File: config.mk
export PLATFORM = sky130hd
export DESIGN_NAME = pipe_adder_nbit
export DESIGN_NICKNAME = d
export VERILOG_FILES = /design/src/rtl/pipe_adder_pkg.sv /design/src/rtl/add_slice.sv /design/src/rtl/pipe_adder_nbit.sv
export SDC_FILE = /design/constraint.sdc
export NUM_CORES = 1
export LEC_CHECK = 0
export ABC_AREA = 1
export CORE_UTILIZATION = 55
export CTS_BUF_LIST = sky130_fd_sc_hd__clkbuf_2
export CTS_CLUSTER_DIAMETER = 100
export DETAILED_ROUTE_END_ITERATION = 16
export PLACE_DENSITY = 0.82
export SLEW_MARGIN = 10
export SYNTH_ARGS = -nofsm -noshare
export SYNTH_HDL_FRONTEND = slang
export SYNTH_HIERARCHICAL = 1
export SYNTH_SLANG_ARGS = --single-unit
File: constraint.sdc
create_clock -name clk -period 2.8 [get_ports clk]
set_input_delay 0.56 -clock clk [delete_from_list [all_inputs] [get_ports clk]]
set_output_delay 0.56 -clock clk [all_outputs]
set_load 0.02 [all_outputs]
File: src/rtl/pipe_adder_pkg.sv
// Shared constants and helpers for the pipelined adder/subtractor.
// No logic, no latency, no backpressure.
package pipe_adder_pkg;

    localparam logic OP_ADD = 1'b0;
    localparam logic OP_SUB = 1'b1;

    function automatic int slice_w(input int width, input int stages);
        return width / stages;
    endfunction

endpackage

File: src/rtl/add_slice.sv
// Combinational ripple-carry slice: {cout,sum} = a + b + cin; zero latency.
// No handshake; the enclosing pipeline stage owns flow control.
module add_slice #(
    parameter int SLICE_W = 4
) (
    input  logic [SLICE_W-1:0] a,
    input  logic [SLICE_W-1:0] b,
    input  logic               cin,
    output logic [SLICE_W-1:0] sum,
    output logic               cout
);

    always_comb begin
        logic c;
        sum = '0;
        c   = cin;
        for (int i = 0; i < SLICE_W; i++) begin
            sum[i] = a[i] ^ b[i] ^ c;
            c      = (a[i] & b[i]) | (c & (a[i] ^ b[i]));
        end
        cout = c;
    end

endmodule

File: src/rtl/pipe_adder_nbit.sv
// Pipelined WIDTH-bit add/sub, one carry slice per stage; latency STAGES cycles.
// Global stall: every stage holds while the output beat is valid and not accepted.
module pipe_adder_nbit
    import pipe_adder_pkg::*;
#(
    parameter int WIDTH  = 16,
    parameter int STAGES = 4
) (
    input  logic             clk,
    input  logic             rst_n,
    input  logic             in_valid,
    output logic             in_ready,
    input  logic [WIDTH-1:0] a,
    input  logic [WIDTH-1:0] b,
    input  logic             cin,
    input  logic             op_sub,
    output logic             out_valid,
    input  logic             out_ready,
    output logic [WIDTH-1:0] sum,
    output logic             cout,
    output logic             ovf,
    output logic             zero
);

    localparam int SW = slice_w(WIDTH, STAGES);

    if (STAGES < 1 || STAGES > WIDTH || (WIDTH % STAGES) != 0) begin : g_bad_cfg
        $error("pipe_adder_nbit: WIDTH must be a non-zero multiple of STAGES");
    end

    logic advance;
    logic accept;

    // x_* are the values entering slice k; r_* are the registers after slice k.
    logic [WIDTH-1:0] x_a   [STAGES];
    logic [WIDTH-1:0] x_b   [STAGES];
    logic [WIDTH-1:0] x_s   [STAGES];
    logic [WIDTH-1:0] nxt_s [STAGES];
    logic             x_c   [STAGES];
    logic             x_v   [STAGES];
    logic [SW-1:0]    sl_s  [STAGES];
    logic             sl_c  [STAGES];

    logic [WIDTH-1:0] r_a [STAGES];
    logic [WIDTH-1:0] r_b [STAGES];
    logic [WIDTH-1:0] r_s [STAGES];
    logic             r_c [STAGES];
    logic             r_v [STAGES];
    logic             zero_q;

    assign advance  = !r_v[STAGES-1] || out_ready;
    assign in_ready = advance && rst_n;
    assign accept   = in_valid && in_ready;

    for (genvar k = 0; k < STAGES; k++) begin : g_stage
        if (k == 0) begin : g_head
            assign x_a[0] = a;
            assign x_b[0] = (op_sub == OP_SUB) ? ~b : b;
            assign x_s[0] = '0;
            assign x_c[0] = (op_sub == OP_SUB) ? 1'b1 : cin;
            assign x_v[0] = accept;
        end else begin : g_body
            assign x_a[k] = r_a[k-1];
            assign x_b[k] = r_b[k-1];
            assign x_s[k] = r_s[k-1];
            assign x_c[k] = r_c[k-1];
            assign x_v[k] = r_v[k-1];
        end

        add_slice #(.SLICE_W(SW)) u_slice (
            .a    (x_a[k][k*SW +: SW]),
            .b    (x_b[k][k*SW +: SW]),
            .cin  (x_c[k]),
            .sum  (sl_s[k]),
            .cout (sl_c[k])
        );

        // Bits of slice k are still zero in x_s, so OR merges the new slice in.
        assign nxt_s[k] = x_s[k] | (WIDTH'(sl_s[k]) << (k * SW));
    end

    always_ff @(posedge clk or negedge rst_n) begin
        if (!rst_n) begin
            for (int k = 0; k < STAGES; k++) begin
                r_a[k] <= '0;
                r_b[k] <= '0;
                r_s[k] <= '0;
                r_c[k] <= 1'b0;
                r_v[k] <= 1'b0;
            end
            zero_q <= 1'b0;
        end else if (advance) begin
            for (int k = 0; k < STAGES; k++) begin
                r_a[k] <= x_a[k];
                r_b[k] <= x_b[k];
                r_s[k] <= nxt_s[k];
                r_c[k] <= sl_c[k];
                r_v[k] <= x_v[k];
            end
            zero_q <= x_v[STAGES-1] && (nxt_s[STAGES-1] == '0);
        end
    end

    assign out_valid = r_v[STAGES-1];
    assign sum       = r_s[STAGES-1];
    assign cout      = r_c[STAGES-1];
    assign zero      = zero_q;
    // Operand MSBs ride along to the last register so overflow needs no extra stage.
    assign ovf       = (r_a[STAGES-1][WIDTH-1] == r_b[STAGES-1][WIDTH-1]) &&
                       (r_s[STAGES-1][WIDTH-1] != r_a[STAGES-1][WIDTH-1]);

endmodule

==> summary by stage <==
Die
After floorplanning, the core was divided into 32 placement rows. For this design the top-level I/O count stands at 59. The floorplan step defined a die boundary enclosing 8347 sq um.

The floorplan step set the die width to 91.36 um. The initial utilization of the core area, before any placement, comes to 0.5683. The die is around 91 um tall. The total core area is between 7000 and 8000 sq um.

Detailed routing
After detailed routing, the average wire length per cell comes to 11.76 um. The routed wire length is 7.503 mm. In the routed layout, each cell is associated on average with a via count of between 4 and 5.

The number of search-and-repair iterations in the first detailed-routing pass is 4. In this run the remaining antenna-violating nets after routing total 0. The violation count after the first detailed-routing iteration is 136.

Detailed routing inserted a total of 3060 vias. After detailed routing, the number of remaining DRC violations is 0.

Timing
Setup violations remaining at the end of the flow were counted as 0. In the finished design, the share of the clock period the worst path needs comes to 0.9377. The final-report hold violation count came to 0.

Counting I/O delays and the setup requirement, the final critical path takes 2.626 ns. The max-slew violation total from the final report is 0. On the final layout, the worst hold slack is slightly below 0.07 ns. The relative slew slack is 0.4100. The fmax is 380.9 MHz. The clock tree skew after final layout is 0.01638 ns. Setup slack on the critical path of the routed design comes to 0.1744 ns. Setup repair after global routing left no endpoint under its margin. The slew at the pin with the worst max-slew slack is 0.8849 ns.

Clock tree
The maximum clock path buffer count is 2. After clock tree synthesis, the repair step resized 0 gates. The total clock sinks is 99. The total of hold buffers inserted after clock tree synthesis is 0. The root buffer cell chosen for the clock tree is sky130_fd_sc_hd__clkbuf_2.

The number of setup buffers added after CTS is 0. The clock transition at the registers of the reported paths is 0.24 ns. The later pin in the worst-skew pair is clocked with a latency of between 0.5 and 0.6 ns. The number of buffers created by CTS is 9. CTS built an H-tree with a depth of 3. The CTS tree is done.

Critical path
The critical path class is input pin to flop. The buffers plus inverters on the worst setup path is 5. The path depth of the worst reg2reg path is 13. The capturing element type of the critical path is a flop.

The largest fanout on the critical path is 3. The family with the most delay on the worst path is adder cells. Tracing the worst setup path back leads to its startpoint at op_sub. In this design, the stage delay of the slowest critical-path cell is ~0.47 ns.

The destination of the worst register-to-register timing path is zero. Walking the worst path, the cells encountered are clkdlybuf4s50_1, or2_2, fa_1, inv_1, fa_1, inv_1, fa_1, inv_1, fa_1, inv_1, nand2_1, o21ai_0. In this run the register-to-register setup slack is between 0.3 and 0.4 ns. The endpoint of the most critical setup path is r_s[51]. The origin of the critical flop-to-flop path is r_a[28]. The nature of the critical path startpoint is an input pin. Data arrives at the worst endpoint at 3.09 ns.

In this run the number of cells on the critical path is 12. Data on the critical path is required at its endpoint by 3.27 ns. The slowest cell on the critical path is sky130_fd_sc_hd__clkdlybuf4s50_1.

Global routing
The maximum number of pins on one net before global-route repair is 106. The first-pass GRT wire length is 13.52 mm. The via count of the first global-routing pass is just over 3000. The global-route total usage across every layer is 0.2055. The initial antenna violation count is 0.

The total global routing overflow is 0.

Cells and area
Of the cells placed in the final design, the portion with a size suffix greater than 1 is 0.04478. The signed area change from the synthesized netlist to the final layout is 15.64%. After the last flow step, the layout net total stands at 585. 0 antenna diodes ended up in the layout.

Power
The leakage power is 2.574 nW. The post-layout total power is 0.004960 W. The worst ir drop on vdd is 0.4320 mV. The areal power density over the cells is 976.5 nW/um^2.

Synthesis
In the synthesized netlist, the number of instances is ~480. Synthesis inferred 99 register bits. The post-synthesis sequential area ratio is 0.5641.

After synthesis, the netlist uses 22 different library cells. The net count after synthesis is 533. The post-synthesis instance area is 4392 sq um. The warning count from the yosys run is 6. The mean cell area of the mapped netlist is 9.169 sq um.

Place
Detailed placement finished with a half-perimeter wire length of 5.162 mm. Routability-driven placement finished with a final weighted congestion of 0.7552. At the placement stage, the worst setup path has a slack of -0.3827 ns. The number of port buffers is 58.

Flow run
The max-cap check violation count is 0.

Worst hold path
The worst hold path class is input pin to asynchronous set/reset pin.

Status
The run finished with clean final reports.
final cells by class:
class | count | area (sq um)
Clock buffer | 10 | 50.05
Tap cell | 102 | 127.6
Clock inverter | 6 | 32.53
Sequential cell | 99 | 2477
Fill cell | 613 | 2649
Timing Repair Buffer | 63 | 615.6
Inverter | 69 | 261.5
Multi-Input combinational cell | 289 | 1514
where the power goes:
group	internal [W]	switching (W)	total, W
sequential	0.00203	0.000347	0.00238
clock	0.000111	0.000445	0.000556
combinational	0.000840	0.00118	0.00202
total	0.00299	0.00197	0.00496
stage by stage:
stage                     setup TNS (ns)  instance area (sq um)  instances    util
final                                  0                   5079        638  0.6572
after global routing                   0                   5079        638  0.6572
after CTS                              0                   5079        638  0.6572
after detailed placement         -0.5211                   4996        622  0.6465
after global placement           -0.3141                   4996        622  0.6465
after floorplan                        0                   4392        479       -
cells in the mapped netlist:
| cell type | n | share of area |
|---|---|---|
| sky130_fd_sc_hd__a21oi_1 | 2 | 0.0023 |
| sky130_fd_sc_hd__buf_1 | 1 | 0.00085 |
| sky130_fd_sc_hd__buf_2 | 7 | 0.0080 |
| sky130_fd_sc_hd__buf_4 | 5 | 0.0085 |
| sky130_fd_sc_hd__buf_6 | 2 | 0.0051 |
| sky130_fd_sc_hd__buf_8 | 1 | 0.0034 |
| sky130_fd_sc_hd__clkbuf_1 | 4 | 0.0034 |
| sky130_fd_sc_hd__clkbuf_2 | 2 | 0.0023 |
| sky130_fd_sc_hd__dfrtp_1 | 99 | 0.56 |
| sky130_fd_sc_hd__fa_1 | 16 | 0.073 |
| sky130_fd_sc_hd__inv_1 | 67 | 0.057 |
| sky130_fd_sc_hd__inv_2 | 1 | 0.00085 |
| sky130_fd_sc_hd__inv_4 | 1 | 0.0014 |
| sky130_fd_sc_hd__nand2_1 | 183 | 0.16 |
| sky130_fd_sc_hd__nand2_4 | 1 | 0.0026 |
| sky130_fd_sc_hd__nand3_1 | 2 | 0.0023 |
| sky130_fd_sc_hd__nor2_1 | 11 | 0.0094 |
| sky130_fd_sc_hd__o21a_1 | 1 | 0.0017 |
| sky130_fd_sc_hd__o21ai_0 | 56 | 0.064 |
| sky130_fd_sc_hd__or2_2 | 1 | 0.0014 |
| sky130_fd_sc_hd__xnor2_1 | 12 | 0.024 |
| sky130_fd_sc_hd__xor2_1 | 4 | 0.0080 |
state kept, by name, indices dropped and copies added, names as in the netlist:
signal	count
r_b	25
cout	1
out_valid	1
r_c	3
zero	1
r_v	3
sum	16
r_a	25
r_s	24
metal layers:
layer | vias up | GRT usage | wire length (um)
met5 | - | 0 | 0
met4 | 0 | 0.08730 | 136
met3 | 10 | 0.03015 | 232
met2 | 53 | 0.3441 | 3625
met1 | 1472 | 0.2695 | 3508
li1 | 1525 | - | -
kinds of logic after synthesis:
| logic type | count (synthesis) | synth area share |
|---|---|---|
| AO/OA/AOI/OAI | 59 | 0.06781 |
| XOR/XNOR | 16 | 0.03191 |
| adder cells (fa/ha/maj) | 16 | 0.07294 |
| buffers and inverters | 91 | 0.09116 |
| flip-flops | 99 | 0.5641 |
| AND/OR/NAND/NOR | 198 | 0.1721 |
how the worst min path moves through the flow:
stage | to | cells after the start | slack (ns)
global route | r_a[47] | 2 | 0.1
CTS | r_v[3] | 2 | 0.08
global placement | r_s[48] | 2 | 0.45
finish | r_v[3] | 2 | 0.07
detailed placement | r_s[48] | 2 | 0.46
floorplan | cout | 0 | 0.26
cell usage in the layout (no fill, tap or decap):
cell	n
sky130_fd_sc_hd__inv_2	1
sky130_fd_sc_hd__nand3_1	2
sky130_fd_sc_hd__clkbuf_2	10
sky130_fd_sc_hd__clkinv_2	2
sky130_fd_sc_hd__o21a_1	1
sky130_fd_sc_hd__nand2_1	183
sky130_fd_sc_hd__nand2_4	1
sky130_fd_sc_hd__xor2_1	4
sky130_fd_sc_hd__nor2_1	11
sky130_fd_sc_hd__o21ai_0	56
sky130_fd_sc_hd__inv_1	67
sky130_fd_sc_hd__or2_2	1
sky130_fd_sc_hd__inv_4	1
sky130_fd_sc_hd__clkinvlp_4	2
sky130_fd_sc_hd__clkdlybuf4s50_1	57
sky130_fd_sc_hd__a21oi_1	2
sky130_fd_sc_hd__dfrtp_1	99
sky130_fd_sc_hd__buf_4	6
sky130_fd_sc_hd__clkinv_1	2
sky130_fd_sc_hd__fa_1	16
sky130_fd_sc_hd__xnor2_1	12
No activity file was read; power rests on OpenSTA's default activity.
